[src/rtl/exe_stage_mc.sv]
// exe_stage_mc: execute stage with valid/ready handshakes, ALU and EX/MEM output register.
// Define EXE_MUL_EN to build the iterative shift-add multiplier (op 8); otherwise op 8 is illegal.
module exe_stage_mc #(
  parameter int ARQ  = 16,
  parameter int REGW = 4,
  parameter int OPW  = 4
) (
  input  logic            clk,
  input  logic            rst,
  input  logic            flush,
  input  logic            in_valid,
  output logic            in_ready,
  input  logic [OPW-1:0]  in_op,
  input  logic [ARQ-1:0]  in_src1,
  input  logic [ARQ-1:0]  in_src2,
  input  logic [ARQ-1:0]  in_src3,
  input  logic [REGW-1:0] in_rd,
  input  logic            in_wb_en,
  input  logic            in_rd_mem,
  input  logic            in_wr_mem,
  output logic            out_valid,
  input  logic            out_ready,
  output logic [ARQ-1:0]  out_result,
  output logic [ARQ-1:0]  out_src3,
  output logic [REGW-1:0] out_rd,
  output logic            out_wb_en,
  output logic            out_rd_mem,
  output logic            out_wr_mem,
  output logic [2:0]      out_flags
);
  localparam int SHW = $clog2(ARQ);
  typedef enum logic [1:0] {IDLE, BUSY, DONE} state_t;
  state_t          state_q, state_d;
  logic            ov_q, ov_d;
  logic [ARQ-1:0]  res_q, res_d, src3_q, src3_d;
  logic [REGW-1:0] rd_q, rd_d;
  logic [2:0]      ctl_q, ctl_d, flags_q, flags_d;
  logic [ARQ:0]    sum;
  logic [ARQ-1:0]  alu_r;
  logic            alu_c, alu_ill, is_mul, slot_free, take;
`ifdef EXE_MUL_EN
  logic [ARQ-1:0]  ma_q, ma_d, mb_q, mb_d, acc_q, acc_d, ms3_q, ms3_d;
  logic [SHW-1:0]  cnt_q, cnt_d;
  logic [REGW-1:0] mrd_q, mrd_d;
  logic [2:0]      mctl_q, mctl_d;
  assign is_mul = in_op == OPW'(8);
`else
  assign is_mul = 1'b0;
`endif
  assign slot_free  = !ov_q || out_ready;
  assign in_ready   = (state_q == IDLE) && slot_free && rst;
  assign take       = in_valid && in_ready;
  assign out_valid  = ov_q;
  assign out_result = res_q;
  assign out_src3   = src3_q;
  assign out_rd     = rd_q;
  assign {out_wb_en, out_rd_mem, out_wr_mem} = ctl_q;
  assign out_flags  = flags_q;
  always_comb begin
    sum     = {1'b0, in_src1} + {1'b0, in_src2};
    alu_r   = '0;
    alu_c   = 1'b0;
    alu_ill = 1'b0;
    case (in_op)
      OPW'(0): begin alu_r = sum[ARQ-1:0]; alu_c = sum[ARQ]; end
      OPW'(1): begin alu_r = in_src1 - in_src2; alu_c = in_src1 < in_src2; end
      OPW'(2): alu_r = in_src1 & in_src2;
      OPW'(3): alu_r = in_src1 | in_src2;
      OPW'(4): alu_r = in_src1 ^ in_src2;
      OPW'(5): alu_r = in_src1 << in_src2[SHW-1:0];
      OPW'(6): alu_r = in_src1 >> in_src2[SHW-1:0];
      OPW'(7): alu_r = in_src2;
      default: alu_ill = 1'b1;
    endcase
  end
  always_comb begin
    state_d = state_q;
    ov_d    = ov_q && !out_ready;
    res_d   = res_q;
    src3_d  = src3_q;
    rd_d    = rd_q;
    ctl_d   = ctl_q;
    flags_d = flags_q;
`ifdef EXE_MUL_EN
    ma_d   = ma_q;
    mb_d   = mb_q;
    acc_d  = acc_q;
    cnt_d  = cnt_q;
    ms3_d  = ms3_q;
    mrd_d  = mrd_q;
    mctl_d = mctl_q;
`endif
    if (take && !is_mul) begin
      res_d   = alu_r;
      src3_d  = in_src3;
      rd_d    = in_rd;
      ctl_d   = alu_ill ? 3'b000 : {in_wb_en, in_rd_mem, in_wr_mem};
      flags_d = {alu_ill, alu_c, alu_r == '0};
      ov_d    = 1'b1;
    end
`ifdef EXE_MUL_EN
    case (state_q)
      IDLE: if (take && is_mul) begin
        ma_d    = in_src1;
        mb_d    = in_src2;
        acc_d   = '0;
        cnt_d   = SHW'(ARQ - 1);
        ms3_d   = in_src3;
        mrd_d   = in_rd;
        mctl_d  = {in_wb_en, in_rd_mem, in_wr_mem};
        state_d = BUSY;
      end
      BUSY: begin
        acc_d   = mb_q[0] ? acc_q + ma_q : acc_q;
        ma_d    = ma_q << 1;
        mb_d    = mb_q >> 1;
        cnt_d   = cnt_q - 1'b1;
        state_d = cnt_q == '0 ? DONE : BUSY;
      end
      DONE: if (slot_free) begin
        res_d   = acc_q;
        src3_d  = ms3_q;
        rd_d    = mrd_q;
        ctl_d   = mctl_q;
        flags_d = {2'b00, acc_q == '0};
        ov_d    = 1'b1;
        state_d = IDLE;
      end
      default: state_d = IDLE;
    endcase
`endif
    if (flush) begin
      ov_d    = 1'b0;
      state_d = IDLE;
    end
  end
  // async reset aborts any multiply in flight; no partial result survives it
  always_ff @(posedge clk or negedge rst) begin
    if (!rst) begin
      state_q <= IDLE;
      ov_q    <= 1'b0;
      res_q   <= '0;
      src3_q  <= '0;
      rd_q    <= '0;
      ctl_q   <= '0;
      flags_q <= '0;
`ifdef EXE_MUL_EN
      ma_q    <= '0;
      mb_q    <= '0;
      acc_q   <= '0;
      cnt_q   <= '0;
      ms3_q   <= '0;
      mrd_q   <= '0;
      mctl_q  <= '0;
`endif
    end else begin
      state_q <= state_d;
      ov_q    <= ov_d;
      res_q   <= res_d;
      src3_q  <= src3_d;
      rd_q    <= rd_d;
      ctl_q   <= ctl_d;
      flags_q <= flags_d;
`ifdef EXE_MUL_EN
      ma_q    <= ma_d;
      mb_q    <= mb_d;
      acc_q   <= acc_d;
      cnt_q   <= cnt_d;
      ms3_q   <= ms3_d;
      mrd_q   <= mrd_d;
      mctl_q  <= mctl_d;
`endif
    end
  end
endmodule

[config.mk]
export PLATFORM = sky130hd
export DESIGN_NAME = exe_stage_mc
export DESIGN_NICKNAME = d
export VERILOG_FILES = /design/src/rtl/exe_stage_mc.sv
export SDC_FILE = /design/constraint.sdc
export NUM_CORES = 1
export LEC_CHECK = 0
export CAP_MARGIN = 20
export CELL_PAD_IN_SITES_DETAIL_PLACEMENT = 0
export CELL_PAD_IN_SITES_GLOBAL_PLACEMENT = 1
export CORE_MARGIN = 1
export CORE_UTILIZATION = 40
export DETAILED_ROUTE_END_ITERATION = 12
export GPL_TIMING_DRIVEN = 0
export PLACE_DENSITY_LB_ADDON = 0.1
export SLEW_MARGIN = 20
export SYNTH_ARGS = -nofsm -noshare
export SYNTH_HDL_FRONTEND = slang
export SYNTH_SLANG_ARGS = --single-unit
[constraint.sdc]
create_clock -name clk -period 2.5 [get_ports clk]
set_input_delay 0.25 -clock clk [delete_from_list [all_inputs] [get_ports clk]]
set_output_delay 0.25 -clock clk [all_outputs]
set_load 0.01 [all_outputs]
After elaboration in Yosys (flattened, before gate mapping)
Index checks and enable logic that the tools add are counted.
{"block": "op_classes", "n_mul": 0, "order_cmp": 1, "div": 0, "mux": 6, "n_reduce_logical": 9, "n_bitwise": 3, "eq_ne": 7, "shifts": 2, "addsub": 2}
{"operator": "one-hot mux 16 bit (8 select lines)", "n": 1}
{"operator": "adder 16 x 16 -> 17 bit", "n": 1}
{"operator": "bitwise AND 16 bit", "n": 1}
{"operator": "equality test 4 x 3 -> 1 bit (second input constant)", "n": 4}
{"operator": "logical NOT 16 bit", "n": 1}
{"operator": "less-than comparator 16 bit", "n": 1}
{"operator": "OR 16 bit", "n": 1}
{"operator": "left shift 16 x 4 -> 16 bit", "n": 1}
{"operator": "right shift 16 x 4 -> 16 bit", "n": 1}
{"operator": "subtractor 16 bit", "n": 1}
{"operator": "XOR 16 bit", "n": 1}
{"operator": "equality test 4 x 2 -> 1 bit (second input constant)", "n": 2}
{"operator": "OR reduction 8 bit", "n": 1}
{"operator": "equality test 4 x 1 -> 1 bit (second input constant)", "n": 1}
{"operator": "logical NOT 4 bit", "n": 1}
{"operator": "logical AND 1 bit", "n": 3}
{"operator": "2-to-1 mux 1 bit", "n": 3}
{"operator": "2-to-1 mux 3 bit", "n": 1}
{"operator": "logical NOT 1 bit", "n": 2}
{"operator": "one-hot mux 1 bit (2 select lines)", "n": 1}
{"operator": "logical OR 1 bit", "n": 1}
{"block": "totals", "ramBits": 0, "romBits": 0, "out_inout_bits": 44, "elab_cells": 36, "latchBits": 0, "memories": 0, "register_bits": 43, "input_bits": 64}

Longest topological paths before layout
{"block": "logic_depth", "depth_word": 6, "ltp_mapped": 13, "depth_no_buf": 13}

Least setup slack after synthesis
OpenSTA, ideal clock, no wires.
{"block": "synth_timing", "path_type": "input to register", "start": "in in_src2[2]", "end": "reg flags_q[0] (netlist: out_flags[0])", "cell_stages": 13, "arrival_time_ps": 3043, "n_path_buf": 2, "slack_ps": -635, "t_required_ps": 2408, "setup_time_ps": 92, "path_cell_list": "clkbuf_1 > inv_1 > clkbuf_1 > ha_1 > o21ai_0 > o21ai_1 > a221oi_2 > mux2i_1 > xor2_1 > a221o_1 > a2111oi_2 > nand4_1 > o31ai_2"}
{"block": "synth_via", "elab_chain_len": 3, "elab_cells_between_ends": 9, "cone_classes": "add/sub: 2; shift: 2; mux: 1; bitwise: 3; reduce/logical: 1"}
{"item": "start, declared", "line_no": "15", "text": "input logic [ARQ-1:0] in_src2,"}
{"item": "subtractor 16 bit (tied with other cells)", "line_no": "66", "text": "OPW'(1): begin alu_r = in_src1 - in_src2; alu_c = in_src1 < in_src2; end"}
{"item": "one-hot mux 16 bit (8 select lines) (*)", "line_no": "64", "text": "case (in_op)"}
{"item": "logical NOT 16 bit (*)", "line_no": "98", "text": "flags_d = {alu_ill, alu_c, alu_r == '0};"}
{"item": "end signal, assigned", "line_no": "163", "text": "flags_q <= flags_d;"}
{"item": "end, declared", "line_no": "37", "text": "logic [2:0] ctl_q, ctl_d, flags_q, flags_d;"}
Mark *: on every way between the ends. The rest lies on a longest branch, timed or not.
A chain may end at the register's enable or synchronous reset.

Final worst setup path
{"block": "layout_timing", "start": "in in_src2[1]", "end": "reg flags_q[0] (netlist: out_flags[0])"}
The elaborated chain is that of the path after synthesis.

==> summary.txt <==
TritonCTS sink count - 43
Internal - 0.00203 W
Gp weighted congestion - 0.967
Failing checks - negative setup slack
Pleak - 3.48 nW
Placed Instance Area - 7020 sq um
Die width - 120 um
WP data required - 2.70 ns
Root Driver - clkbuf_16
Bufs and invs on worst path - 5
Initial Util - 41.6%
CP Launch Type - input port
Number of port buffers - 107
FILL cells - 1177
Vias in the first global route - 6118
Share of layout cells above drive strength 1 - 30.4%
GR Util All Layers - 33.0%
Largest delay share family, worst path - compound AO/OA/AOI/OAI gates
Post-Syn Area - 5570 sq um
Fraction of the cycle the final worst path needs - 113%
Grt total ovfl - 0
Layout Nets - 969
Clock period minus final worst setup slack - 2.83 ns
DP Cell Count - 982
Row Count - 42
Fraction of synthesized area in multiplexers - 15.4%
Pin count of the biggest net entering global routing - 30
Final HPWL DP - 18400 um
Pwr Density - 405 nW/um^2
Largest family of logic cells by synthesized area - compound AO/OA/AOI/OAI gates
Max_cap viols - 0
Number of cells on the critical path - 14
Clock latency on the worst-skew pair - 0.29 ns
Ys async rst share - 100%
Post-route cell area - 8160 sq um
Final Worst Setup Slack - -0.331 ns
Synth Area in Compound Gates - 26.3%
Setup violators final - 4
Dominant cells by area after synthesis - dfrtp_1, ha_1, mux2_2, mux2i_1, nor2_1
WL per Instance - 23.3 um
Most used cell, CP - buf_12
Flop2flop setup slack - 0.05 ns
RSZ-0062 raised after global routing - true
Sw Pwr - 0.00127 W
N_diodes - 0
Syn Inst Count - 697
H-tree lvl count - 2
Initial antenna violation count - 0
First-pass GRT wire length - 36100 um
Yosys top cell area share - 19.3%
Status - finished, violations left
I/O pin cnt - 108
VDD IR-drop max - 0.256 mV
Seq pwr share - 26.2%
Post-synthesis cell type count - 77
Ys Warns - 0
Yosys reg bits - 43
Clk pwr share - 19.6%
Routed WL - 23900 um
Core footprint - 13400 sq um
Die Y - 120 um
CP Max Fanout - 4
Combinational power share - 54.2%
Final TNS setup - -0.672 ns
Synth Flop Type - dfrtp_1
EDFF count, synth - 0
TritonRoute pass-1 iters - 5
Hold/Removal Path Class - input port to asynchronous set/reset pin
CP max stage delay - 0.53 ns
Worst slew pin tran - 0.800 ns
Synth area leader - dfrtp_1
Hold slack - 0.0278 ns
Post-Syn Nets - 816
Max clock buf depth - 2
Max-slew headroom - 46.4%
Setup CP Type - input port to flip-flop
Clk slew on worst S/H paths - 0.06 ns
Max frequency - 0.353 GHz
Slew Viols, Final - 0
Seq/Total Area, Yosys - 19.3%
Non-filler cells, final - 1027
Synth Area per Inst - 8.00 sq um
CTS tree - built
Layout area overhead - 46.3%
Detail Route Antenna Nets - 0
Via Count - 6418
CTS Buf Count - 5
Die area - 14400 sq um
Switch share - 38.5%
CP endpoint kind - flip-flop
Post-Synth Simple-Gate Area - 18.1%
Slowest cell on crit path - or4_4
Fraction of the mapped netlist area in adder cells - 12.6%
R2R cell count - 9
Drt via density - 6.25
Drt first-iter violations - 584
Synth Area in XOR/XNOR - 1.26%
Final hold vios - 0
Worst Path Arrival - 3.04 ns
Worst-path cell chain - buf_12 -> buf_12 -> buf_12 -> inv_12 -> buf_4 -> fa_1 -> o21ai_1 -> a221oi_2 -> o21ai_1 -> a211o_1 -> or4_4 -> nor2_2 -> nand4_1 -> o31ai_2
Worst Skew - 0.00370 ns
# DRC - 0
cell usage after synthesis (all sizes together) (15+ instances only):
library cell	instances
mux2	41
nand2b	15
a21oi	46
nand2	56
ha	53
dfrtp	43
mux2i	26
nor3	17
o21ai	45
inv	49
buf	22
clkbuf	23
nor2	65
power by group through the flow:
stage | Clock, W | Sequential, W | Combinational [W]
finish | 0.000646 | 0.000866 | 0.00179
detailed placement | 0 | 0.000881 | 0.00148
global route | 0.000680 | 0.000880 | 0.00190
CTS | 0.000651 | 0.000868 | 0.00165
global placement | 0 | 0.000871 | 0.00146
floorplan | 0 | 0.000932 | 0.000755
cell usage in the layout, fill, tap and decap left out, types with 8 or more instances in the layout:
master	count
clkbuf_1	8
inv_1	44
buf_2	12
nor3_1	14
mux2_2	39
ha_4	10
dfrtp_1	43
buf_4	51
a21oi_1	34
a21o_1	8
clkdlybuf4s50_1	74
ha_1	40
nand3_1	11
a21oi_2	12
nor2_1	61
o21ai_0	33
mux2i_1	22
a22oi_1	10
nand2b_1	11
buf_6	9
clkbuf_4	8
nand2_1	53
metrics by stage:
stage | util [%] | worst slack [ns] | total power, W
floorplan | - | -0.107 | 0.00169
global placement | 52.2 | -2.23 | 0.00234
detailed placement | 52.4 | -1.53 | 0.00236
CTS | 58.4 | -0.378 | 0.00317
global route | 60.9 | -0.444 | 0.00346
finish | 60.9 | -0.331 | 0.00330
worst reg2reg max path, cell delays in order, from the launching register on:
cell and delay, ns:
dfrtp_1 0.37, nand2b_1 0.11, nand3_1 0.23, a221oi_2 0.36, o21a_1 0.19, nand3_2 0.11
or4_4 0.60, nor2_2 0.10, nand4_1 0.11, o31ai_2 0.19
final timing paths:
| check | end | start |
|---|---|---|
| setup reg to reg | out_flags[0] | out_valid |
| hold / removal | out_src3[3] | rst |
| setup / recovery | out_flags[0] | in_src2[1] |
| max in group asynchronous | out_src3[8] | rst |
| hold reg to reg | out_result[9] | out_result[9] |
| min in group clk | out_result[9] | out_result[9] |
cell type report:
type | instances | area, sq um | share of cell area (%)
sequential | 43 | 1080 | 13.2
clock buffer | 6 | 129 | 1.58
buffer | 40 | 345 | 4.23
inverter | 50 | 218 | 2.67
multi-input combinational | 559 | 4780 | 58.6
clock inverter | 2 | 12.5 | 0.153
tap | 176 | 220 | 2.70
timing repair buffer | 151 | 1380 | 16.9
metal layers:
layer | routed length [um] | vias up | GRT usage [%]
met3 | 2180 | 36 | 6.46
met1 | 10300 | 3154 | 45.8
met5 | 0 | - | 0
li1 | - | 2874 | -
met2 | 10800 | 354 | 51.0
met4 | 608 | 0 | 10.2
repair_timing:
action,in CTS,in global routing
endpoints found under the setup margin,18,15
pin swaps,35,28
hold buffers,2,0
gates resized for setup,211,84
buffers inserted,24,16
endpoints found under the hold margin,14,0
state kept, by name, indices dropped and copies added, names as in the netlist:
register	flops
ctl_q	3
out_flags	3
out_rd	4
out_result	16
out_src3	16
out_valid	1
cells by family after synthesis:
group	count (synthesis)
xor+xnor	8
buf+inv	95
mux	73
flops	43
simple gates	210
fa+ha+maj	55
compound gates	213
Note: power is estimated with default switching activity, not from simulation.
